[src/rtl/sys_pkg.sv]
// Shared types for the sys_sum accumulator path.
// Holds the scheduler state encoding, the default row geometry, the row type
// seen by the sys_sum instance, and a small modulo-increment helper.
package sys_pkg;

    localparam int unsigned DefBitSize     = 8;
    localparam int unsigned DefNumOfNerves = 4;

    typedef enum logic [1:0] {
        S_IDLE  = 2'd0,
        S_ROWS  = 2'd1,
        S_DRAIN = 2'd2
    } sched_state_t;

    typedef logic [DefNumOfNerves-1:0][DefBitSize-1:0] row_t;

    // v+1 wrapped into [0, n)
    function automatic int unsigned wrap_inc(input int unsigned v, input int unsigned n);
        return ((v + 32'd1) >= n) ? 32'd0 : (v + 32'd1);
    endfunction

endpackage

[src/rtl/sys_sum_sched_rr_arbiter.sv]
// Combinational round-robin pick: first asserted req at or after ptr, modulo N.
// Ports:
//   req   in  N    request vector
//   ptr   in  IdW  highest-priority index
//   grant out N    one-hot winner (all zero when req is zero)
//   idx   out IdW  index of the winner (0 when req is zero)
module rr_arbiter #(
    parameter  int unsigned N   = 3,
    localparam int unsigned IdW = (N > 1) ? $clog2(N) : 1
) (
    input  logic [N-1:0]   req,
    input  logic [IdW-1:0] ptr,
    output logic [N-1:0]   grant,
    output logic [IdW-1:0] idx
);

    logic           found;
    logic [IdW-1:0] k;

    // Walk the requesters starting from ptr and keep the first hit
    always_comb begin
        grant = '0;
        idx   = '0;
        found = 1'b0;
        k     = '0;
        for (int unsigned i = 0; i < N; i++) begin
            k = IdW'((32'(ptr) + i) % N);
            if (!found && req[k]) begin
                found    = 1'b1;
                grant[k] = 1'b1;
                idx      = k;
            end
        end
    end

endmodule

[src/rtl/sys_sum_sched.sv]
// Round-robin scheduler sharing one sys_sum accumulator among NumReq row producers.
// A grant covers a whole frame: DepthIn rows, then NumOfNerves-1 zero drain beats
// so the accumulator can serialise every channel total before ownership moves.
// Ports:
//   clk        in   rising-edge clock
//   res_n      in   asynchronous active-low reset
//   req_valid  in   [NumReq]                    row offered by requester r
//   req_data   in   [NumReq][NumOfNerves][BitSize] row data per requester
//   req_ready  out  [NumReq]                    row from r accepted this cycle (combinational)
//   sum_valid  out  accumulator in_valid
//   sum_start  out  accumulator in_start, high on every row beat
//   sum_data   out  [NumOfNerves][BitSize]      accumulator in_data
//   owner      out  [IdW]                       requester whose frame is in flight
//   busy       out  high while a frame is in flight
//   frame_done out  pulse on the final beat of a frame
module sys_sum_sched
    import sys_pkg::*;
#(
    parameter  int unsigned BitSize     = DefBitSize,
    parameter  int unsigned NumOfNerves = DefNumOfNerves,
    parameter  int unsigned DepthIn     = 2,
    parameter  int unsigned NumReq      = 3,
    localparam int unsigned IdW         = (NumReq > 1) ? $clog2(NumReq) : 1
) (
    input  logic                                           clk,
    input  logic                                           res_n,
    input  logic [NumReq-1:0]                              req_valid,
    input  logic [NumReq-1:0][NumOfNerves-1:0][BitSize-1:0] req_data,
    output logic [NumReq-1:0]                              req_ready,
    output logic                                           sum_valid,
    output logic                                           sum_start,
    output logic [NumOfNerves-1:0][BitSize-1:0]            sum_data,
    output logic [IdW-1:0]                                 owner,
    output logic                                           busy,
    output logic                                           frame_done
);

    localparam int unsigned RowW      = $clog2(DepthIn + 1);
    localparam int unsigned DrnW      = $clog2(NumOfNerves + 1);
    localparam int unsigned RowLast   = DepthIn - 1;
    localparam int unsigned DrainLast = (NumOfNerves > 1) ? (NumOfNerves - 2) : 0;

    sched_state_t                        state_q, state_d;
    logic [IdW-1:0]                      owner_d;
    logic [IdW-1:0]                      ptr_q, ptr_d;
    logic [RowW-1:0]                     row_cnt_q, row_cnt_d;
    logic [DrnW-1:0]                     drain_cnt_q, drain_cnt_d;
    logic                                sum_valid_d, sum_start_d, busy_d, frame_done_d;
    logic [NumOfNerves-1:0][BitSize-1:0] sum_data_d;
    logic [NumReq-1:0]                   grant;
    logic [IdW-1:0]                      grant_idx;

    rr_arbiter #(.N(NumReq)) u_arb (
        .req   (req_valid),
        .ptr   (ptr_q),
        .grant (grant),
        .idx   (grant_idx)
    );

    // State, counters and all accumulator-facing outputs
    always_ff @(posedge clk or negedge res_n) begin
        if (!res_n) begin
            state_q     <= S_IDLE;
            owner       <= '0;
            ptr_q       <= '0;
            row_cnt_q   <= '0;
            drain_cnt_q <= '0;
            sum_valid   <= 1'b0;
            sum_start   <= 1'b0;
            sum_data    <= '0;
            busy        <= 1'b0;
            frame_done  <= 1'b0;
        end else begin
            state_q     <= state_d;
            owner       <= owner_d;
            ptr_q       <= ptr_d;
            row_cnt_q   <= row_cnt_d;
            drain_cnt_q <= drain_cnt_d;
            sum_valid   <= sum_valid_d;
            sum_start   <= sum_start_d;
            sum_data    <= sum_data_d;
            busy        <= busy_d;
            frame_done  <= frame_done_d;
        end
    end

    // Next state, handshake and next beat
    always_comb begin
        state_d      = state_q;
        owner_d      = owner;
        ptr_d        = ptr_q;
        row_cnt_d    = row_cnt_q;
        drain_cnt_d  = drain_cnt_q;
        sum_valid_d  = 1'b0;
        sum_start_d  = 1'b0;
        sum_data_d   = '0;
        frame_done_d = 1'b0;
        req_ready    = '0;

        case (state_q)
            S_IDLE: begin
                if (|grant) begin
                    owner_d   = grant_idx;
                    row_cnt_d = '0;
                    state_d   = S_ROWS;
                end
            end
            S_ROWS: begin
                if (req_valid[owner]) begin
                    req_ready[owner] = 1'b1;
                    sum_valid_d      = 1'b1;
                    sum_start_d      = 1'b1;
                    sum_data_d       = req_data[owner];
                    row_cnt_d        = row_cnt_q + RowW'(1);
                    if (row_cnt_q == RowW'(RowLast)) begin
                        if (NumOfNerves == 1) begin
                            // single-channel rows need no drain
                            frame_done_d = 1'b1;
                            state_d      = S_IDLE;
                            ptr_d        = IdW'(wrap_inc(32'(owner), NumReq));
                        end else begin
                            drain_cnt_d = '0;
                            state_d     = S_DRAIN;
                        end
                    end
                end
            end
            S_DRAIN: begin
                // zero addends leave the channel totals untouched
                sum_valid_d = 1'b1;
                drain_cnt_d = drain_cnt_q + DrnW'(1);
                if (drain_cnt_q == DrnW'(DrainLast)) begin
                    frame_done_d = 1'b1;
                    state_d      = S_IDLE;
                    ptr_d        = IdW'(wrap_inc(32'(owner), NumReq));
                end
            end
            default: state_d = S_IDLE;
        endcase

        busy_d = (state_d != S_IDLE);
    end

endmodule
[config.mk]
export PLATFORM = sky130hd
export DESIGN_NAME = sys_sum_sched
export DESIGN_NICKNAME = d
export VERILOG_FILES = /design/src/rtl/sys_pkg.sv /design/src/rtl/sys_sum_sched_rr_arbiter.sv /design/src/rtl/sys_sum_sched.sv
export SDC_FILE = /design/constraint.sdc
export NUM_CORES = 1
export LEC_CHECK = 0
export BUFFER_PORTS_ARGS = -buffer_cell sky130_fd_sc_hd__buf_2
export CAP_MARGIN = 15
export CORE_UTILIZATION = 28
export DETAILED_ROUTE_END_ITERATION = 10
export GPL_ROUTABILITY_DRIVEN = 0
export GPL_TIMING_DRIVEN = 0
export PLACE_DENSITY = 0.54
export SETUP_SLACK_MARGIN = 0.3
export SLEW_MARGIN = 20
export SYNTH_ARGS = -nofsm -noshare
export SYNTH_HDL_FRONTEND = slang
export SYNTH_SLANG_ARGS = --single-unit
[constraint.sdc]
create_clock -name clk -period 4.2 [get_ports clk]
set_input_delay 0.84 -clock clk [delete_from_list [all_inputs] [get_ports clk]]
set_output_delay 0.84 -clock clk [all_outputs]
set_load 0.005 [all_outputs]
* Yosys cells after proc, flatten, opt, wreduce, memory -nomap -nowiden
Cells that the tools add are included.
Cells by class: magnitude comparators 9, multiplexer cells 47, equal/unequal tests 7, divide/modulo/power cells 3, $add $sub $neg 5, reductions and logical operators 17, bitwise logic cells 2
Operator list (number):
- 32-bit 2-to-1 mux | 3
- 32-bit binary-select mux with 2-bit select | 1
- 32-bit by 2-bit modulo with 32-bit output (second input constant) | 2
- 2-bit by 2-bit modulo with 32-bit output (second input constant) | 1
- 3-bit 2-to-1 mux | 7
- 2-bit 2-to-1 mux | 10
- 1-bit 2-to-1 mux | 14
- 2-bit by 3-bit < comparator with 1-bit output (second input constant) | 4
- 1-bit binary-select mux with 2-bit select | 4
- 1-bit demux with 2-bit select | 4
- 2-bit by 1-bit >= comparator with 1-bit output (second input constant) | 4
- 2-bit by 1-bit adder with 3-bit output (second input constant) | 2
- 1-bit logical AND | 6
- 2-bit != test (second input constant) | 3
- 3-bit bitwise OR | 2
- 2-bit one-hot mux with 3 select lines | 1
- 3-bit one-hot mux with 2 select lines | 1
- 3-bit AND reduction | 2
- 2-bit nonzero test | 3
- 2-bit by 1-bit equality test with 1-bit output (second input constant) | 2
- 2-bit one-hot mux with 2 select lines | 1
- 2-bit AND reduction | 2
- 2-bit by 2-bit adder with 3-bit output (second input constant) | 1
- 3-bit by 1-bit adder with 3-bit output (second input constant) | 1
- other kinds (8) | 9
Storage, ports and cells: bits in registers 47

* Longest topological paths before layout
Gate-level depths: netlist (run 1).
depth after elaboration 14, gate-level depth with buffers 8, gate-level depth less buffers 7

* By module
A second synthesis (run 1) with hierarchy kept.
Second synthesis, totals: cell total of the unflattened synthesis 291, area total of the unflattened synthesis 2697.6 µm²
Modules (own cells, without submodules):
- sys_sum_sched | instances 1, area an instance 2431.1 µm², cells each 253
- rr_arbiter | instances 1, area an instance 266.5 µm², cells each 38

* Least setup slack after synthesis (run 1)
No wires, ideal clock.
path type input to output, from in req_valid[2], to out req_ready[0], path slack 1.737 ns, arrival 1.623 ns, stages on the path 5, data required time 3.360 ns, buffers on the path 1, path through buf_6 > mux2i_1 > o2bb2ai_4 > nand2_2 > nor3_1
On the way: cells in the longest elaborated chain, start to end 4
Ends and longest elaborated chain:
- start: declaration | line sys_sum_sched.sv:27 | input logic [NumReq-1:0] req_valid,
- 1-bit binary-select mux with 2-bit select | line sys_sum_sched.sv:109 | if (req_valid[owner]) begin
- 1-bit 2-to-1 mux (implied by the code) | line sys_sum_sched.sv:109
- 3-bit 2-to-1 mux | line sys_sum_sched.sv:109
- 3-bit 2-to-1 mux | line sys_sum_sched.sv:100 | case (state_q)
- end: declaration | line sys_sum_sched.sv:29 | output logic [NumReq-1:0] req_ready,
Every way passes these cells. The select of a mux whose other input is x is not followed.

* Final worst setup path (run 1)
from reg state_q[1], to out req_ready[1]
On the way: cells in the longest elaborated chain, start to end 2
Ends and longest elaborated chain:
- start: declaration | line sys_sum_sched.sv:43 | sched_state_t state_q, state_d;
- start signal: assignment | line sys_sum_sched.sv:74 | state_q <= state_d;
- 2-bit by 1-bit equality test with 1-bit output | line sys_sum_sched.sv:100
- 3-bit 2-to-1 mux | line sys_sum_sched.sv:100
Every way passes these cells.

==> impl_metrics.csv, run 1 <==
group,metric,value,unit
run_status,status,"finished clean",
sta,slew_headroom,60.5,%
placement,dpl.hpwl,6.33,mm
clock_tree,cts.repair.resized,0,
global_route,antenna_found_initial,0,
logic_synthesis,ys_seq_area_share,40.7,%
clock_tree,post_cts_buffers,0,
sta,timing.fmax,347,MHz
flow_run,cap_violations,0,
sta,fin_tns_setup,0,ns
die,initial_core_util,29.3,%
logic_synthesis,synth_cells,312,
global_route,grt-ovfl-total,0,
detailed_routing,ant_nets,0,
worst_setup_path,arrival,2.04,ns
die,fp.coreArea,9860,µm²
logic_synthesis,synth_edf_count,0,
die,die_x,104,µm
detailed_routing,firstDrtPassIters,4,
sta,hold_ws,0.537,ns
clock_tree,cts_root_buf,"clkbuf_8",
layout,post-route-util,38.9,%
worst_setup_path,critPathMaxFanout,10,
sta,fin_crit,2.88,ns
sta,rsz0062_at_grt,"false",
detailed_routing,wl_per_cell,13.6,µm
worst_setup_path,rr_worst_depth,7,
logic_synthesis,syn_avg_cell_area,9.26,µm²
logic_synthesis,synth_nets,424,
detailed_routing,vias,2762,
detailed_routing,drt-total-wl,8.03,mm
layout,diodes,0,
detailed_routing,viasPerCell,4.67,
logic_synthesis,synth_flop_cell,"dfrtp_1",
clock_tree,cts_tree,"built",
layout,syn2layout_area_growth,33.0,%
clock_tree,cts.sinks,47,
sta,finalSetupViolCount,0,
global_route,grt_pass1_vias,2720,
sta,slew_violations,0,
global_route,grt_max_degree,48,
logic_synthesis,synth-seq-cells,47,
worst_setup_path,worst_setup_path_start_kind,"flop",
worst_setup_path,path_class,"reg2out",
logic_synthesis,yosysUniqueCellTypes,52,
layout,drive_above_1_share,37.9,%
detailed_routing,drt_first_iter_violations,117,
clock_tree,insertion_delay,0.30,ns
min_path,hold_path.class,"in2async",
layout,final_cells,592,
clock_tree,htreeDepth,2,
sta,min_period_over_period,68.6,%
die,die_height,104,µm
detailed_routing,drc,0,
die,fp-row-count,36,
logic_synthesis,synth-async-reset-ratio,100,%
clock_tree,cts_buffers,5,
placement,io_buffers,139,
global_route,grt_usage,15.4,%
worst_setup_path,end_kind,"output pin",
logic_synthesis,yosys_warnings,0,
logic_synthesis,synth_area,2890,µm²
layout,nets,570,
worst_setup_path,worstPathRequired,3.36,ns
placement,dp.cells,584,
clock_tree,hold_buffers,0,
clock_tree,clkTransAtPathRegs,0.09,ns
sta,fin_skew,0.00745,ns
pwr,powerDensity,602,nW/µm²
die,ios,142,
clock_tree,cts_buffer_depth,2,
sta,worstMarginPinSlew,0.592,ns
die,die_area,10700,µm²
pwr,p_leak,1.94,nW
pwr,worst_ir_drop_vdd,0.000183,V
pwr,p_total,0.00231,W
global_route,grt_pass1_wl,13.2,mm
sta,hold_viol_final,0,
==> cells in the final DEF, fill, tap and decap left out, types with 3 or more instances in the layout <==
cell type and instances:
o21ai_0 6, inv_1 10, buf_6 3, clkbuf_8 5
ha_1 11, nand3b_1 3, nor2b_1 3, mux2i_1 36
nand2_1 9, nor2_1 70, nand3_1 5, a21oi_1 40
dfrtp_1 47, clkbuf_1 8, buf_2 146, buf_1 3
nand2b_1 6
==> worst max-delay path, stage by stage (launching register included) <==
cell	delay [ns]
dfrtp_1	0.44
inv_1	0.12
ha_1	0.15
clkbuf_1	0.28
clkbuf_1	0.39
and3_1	0.24
buf_2	0.12
==> where the power goes <==
group / total, W / internal [W] / switching [W]
clock network: 0.000275 / 0.000117 / 0.000157
registers: 0.000673 / 0.000608 / 0.0000653
logic: 0.00137 / 0.000588 / 0.000777
total: 0.00231 / 0.00131 / 0.00100
==> cell usage after synthesis, types with 5 or more instances <==
library cell,instances,share of area [%]
ha_1,11,4.8
nand2_1,9,1.2
clkbuf_1,8,1.0
nand2b_1,6,1.3
dfrtp_1,47,41
buf_2,8,1.4
inv_1,10,1.3
o21ai_0,6,1.0
nand3_1,5,0.87
nor2_1,70,9.1
mux2i_1,36,12
a21oi_1,40,6.9
==> sequential cells by signal, summed over array words and instances (netlist names) <==
signal and count:
sum_data 32, drain_cnt_q 3, sum_start 1, owner 2
frame_done 1, state_q 2, row_cnt_q 2, ptr_q 2
busy 1, sum_valid 1
==> layout make-up <==
type                    count  area, µm²
fillers                  1035       6020
flip-flops and latches     47       1180
multi-input cells         232       1550
clock inverters             3       18.8
inverters                  10       37.5
clock buffers               5       68.8
plain buffers              23        123
repair buffers            139        698
well taps                 133        166
==> logic make-up (layout without fill, tap and decap cells) <==
| kind of cell | count (synthesis) | after routing | share of synthesized area, % |
|---|---|---|---|
| buf+inv | 33 | 180 | 5.55 |
| compound gates | 74 | 74 | 18.1 |
| simple gates | 106 | 106 | 16.3 |
| flops | 47 | 47 | 40.7 |
| mux | 40 | 40 | 14.3 |
| fa+ha+maj | 11 | 11 | 4.77 |
| xor+xnor | 1 | 1 | 0.303 |
==> through the flow <==
| step | area, µm² | worst slack (ns) |
|---|---|---|
| after floorplan | 2890 | 1.74 |
| after global placement | 3750 | 1.43 |
| after detailed placement | 3750 | 1.44 |
| after CTS | 3840 | 1.35 |
| after global routing | 3840 | 1.20 |
| final | 3840 | 1.32 |
==> path summary, 6_finish.rpt <==
path | start | slack, ns | end
max in group asynchronous | res_n | 3.27 | ptr_q[1]
min in group clk | row_cnt_q[0] | 0.58 | row_cnt_q[0]
max | state_q[1] | 1.32 | req_ready[1]
max reg2reg | ptr_q[0] | 2.05 | owner[0]
min reg2reg | row_cnt_q[0] | 0.58 | row_cnt_q[0]
min | res_n | 0.54 | sum_data[7]
==> routing by layer <==
layer  global-route usage, %  part of all wire (%)
met1                    18.3                    43
met2                    27.7                    51
met3                    3.52                   5.2
met4                    3.83                   1.2
met5                       0                     0
Note: power is estimated with default switching activity, not from simulation.
==> run 2: changes to the inputs <==
==> constraint.sdc (replaced) <==
create_clock -name clk -period 2.9 [get_ports clk]
set_input_delay 0.58 -clock clk [delete_from_list [all_inputs] [get_ports clk]]
set_output_delay 0.58 -clock clk [all_outputs]
set_load 0.005 [all_outputs]
==> impl_metrics.csv, run 2 (synthesis gave the netlist of run 1 again) <==
group,metric,value,unit
run_status,status,"finished clean",
worst_setup_path,worst_setup_path_start_kind,"flop",
layout,drive_above_1_share,38.6,%
pwr,switching_share,43.0,%
pwr,pwr-share-clk,11.9,%
layout,layout_commonest_cell,"buf_2",
sta,worstMarginPinSlew,0.587,ns
placement,dpl.hpwl,6.33,mm
die,ios,142,
detailed_routing,viasPerCell,4.63,
worst_setup_path,r2r-start,"ptr_q[0]",
global_route,grt_pass1_wl,13.2,mm
pwr,pwr-share-comb,59.1,%
worst_setup_path,arrival,1.89,ns
die,die_area,10700,µm²
die,die_height,104,µm
layout,n_fill_cell,1034,
die,die_x,104,µm
layout,layout_common_cells,"buf_2 (145), nor2_1 (70), dfrtp_1 (47), a21oi_1 (40), mux2i_1 (36)",
sta,hold_viol_final,0,
die,fp-row-count,36,
pwr,seqPwrFrac,29.0,%
clock_tree,post_cts_buffers,0,
worst_setup_path,rr_worst_depth,7,
sta,slew_headroom,60.9,%
flow_run,cap_violations,0,
clock_tree,cts_root_buf,"clkbuf_8",
clock_tree,cts_tree,"built",
clock_tree,cts.sinks,47,
sta,rsz0062_at_grt,"false",
clock_tree,cts_buffer_depth,2,
clock_tree,cts_buffers,5,
layout,final_cells,592,
sta,timing.fmax,404,MHz
layout,diodes,0,
clock_tree,insertion_delay,0.30,ns
clock_tree,htreeDepth,2,
layout,largest_register,"sum_data",
sta,slew_violations,0,
global_route,antenna_found_initial,0,
pwr,powerDensity,872,nW/µm²
die,fp.coreArea,9860,µm²
detailed_routing,drt_first_iter_violations,101,
worst_setup_path,end_kind,"output pin",
placement,io_buffers,139,
worst_setup_path,worstReg2RegEnd,"owner[0]",
global_route,grt-ovfl-total,0,
detailed_routing,firstDrtPassIters,4,
detailed_routing,ant_nets,0,
die,initial_core_util,29.3,%
worst_setup_path,worstPathRequired,2.32,ns
layout,syn2layout_area_growth,33.2,%
pwr,internal-power,0.00191,W
detailed_routing,wl_per_cell,13.5,µm
detailed_routing,vias,2741,
worst_setup_path,r2r_setup_slack,0.75,ns
pwr,worst_ir_drop_vdd,0.000264,V
sta,min_period_over_period,85.3,%
clock_tree,clkTransAtPathRegs,0.09,ns
pwr,switchingPower,0.00144,W
sta,finalSetupViolCount,0,
layout,nets,570,
min_path,hold_path.class,"in2async",
detailed_routing,drt-total-wl,7.98,mm
worst_setup_path,path_class,"reg2out",
global_route,grt_pass1_vias,2720,
layout,top_regs,"sum_data: 32 flops, drain_cnt_q: 3 flops",
placement,dp.cells,584,
detailed_routing,drc,0,
pwr,p_leak,1.95,nW
layout,largest_reg_flops,32,
sta,fin_crit,2.47,ns
global_route,grt_max_degree,48,
sta,fin_skew,0.00653,ns
worst_setup_path,critPathMaxFanout,10,
global_route,grt_usage,15.4,%
sta,fin_tns_setup,0,ns
run 2: what timing repair did:
item                                    CTS  global route
endpoints found under the setup margin    0             3
hold buffers                              0             0
resized for setup                         0             7
run 2: worst max-delay path by stage:
stage                     slack, ns            to          from
after detailed placement       0.66  req_ready[0]  req_valid[0]
after floorplan                0.93      owner[0]      ptr_q[1]
after global placement         0.64  req_ready[1]    state_q[1]
after CTS                      0.31  req_ready[1]    state_q[1]
final                          0.43  req_ready[0]      owner[1]
after global routing           0.31  req_ready[0]      owner[1]
run 2: stage by stage:
step	power, W	area, µm²	util [%]	setup slack, ns	hold slack [ns]
after global placement	0.00295	3750	38.0	0.642	0.546
final	0.00335	3850	39.0	0.427	0.277
after detailed placement	0.00298	3750	38.0	0.655	0.553
after floorplan	0.00236	2890	-	0.932	0.284
after CTS	0.00339	3840	38.9	0.308	0.494
after global routing	0.00367	3850	39.0	0.310	0.317
run 2: power groups by stage:
| stage | clock (W) | sequential, W | combinational, W |
|---|---|---|---|
| after floorplan | 0 | 0.00101 | 0.00135 |
| after global placement | 0 | 0.000980 | 0.00197 |
| after detailed placement | 0 | 0.000988 | 0.00199 |
| after CTS | 0.000411 | 0.000976 | 0.00200 |
| after global routing | 0.000443 | 0.00100 | 0.00222 |
| final | 0.000398 | 0.000974 | 0.00198 |
run 2: critical path: stages (launching register included):
cell	delay, ns
dfrtp_1	0.44
buf_6	0.18
mux2i_1	0.17
o2bb2ai_4	0.32
nand2_2	0.19
nor3_1	0.15
buf_2	0.14
run 2: final cells by class:
cell class / instances / area [µm²] / area share (%)
tap: 133 / 166 / 4.33
multi-input combinational: 232 / 1550 / 40.3
clock buffer: 5 / 68.8 / 1.79
sequential: 47 / 1180 / 30.6
timing repair buffer: 139 / 698 / 18.2
clock inverter: 3 / 18.8 / 0.488
buffer: 23 / 129 / 3.35
inverter: 10 / 37.5 / 0.976
run 2: metal layers:
metal | up-vias | part of all wire, % | global-route usage [%] | routed length [µm]
met5 | - | 0 | 0 | 0
met4 | 0 | 1.2 | 3.83 | 96
met3 | 9 | 5.1 | 3.52 | 408
met2 | 72 | 51 | 27.7 | 4050
met1 | 1290 | 43 | 18.3 | 3430
li1 | 1370 | - | - | -
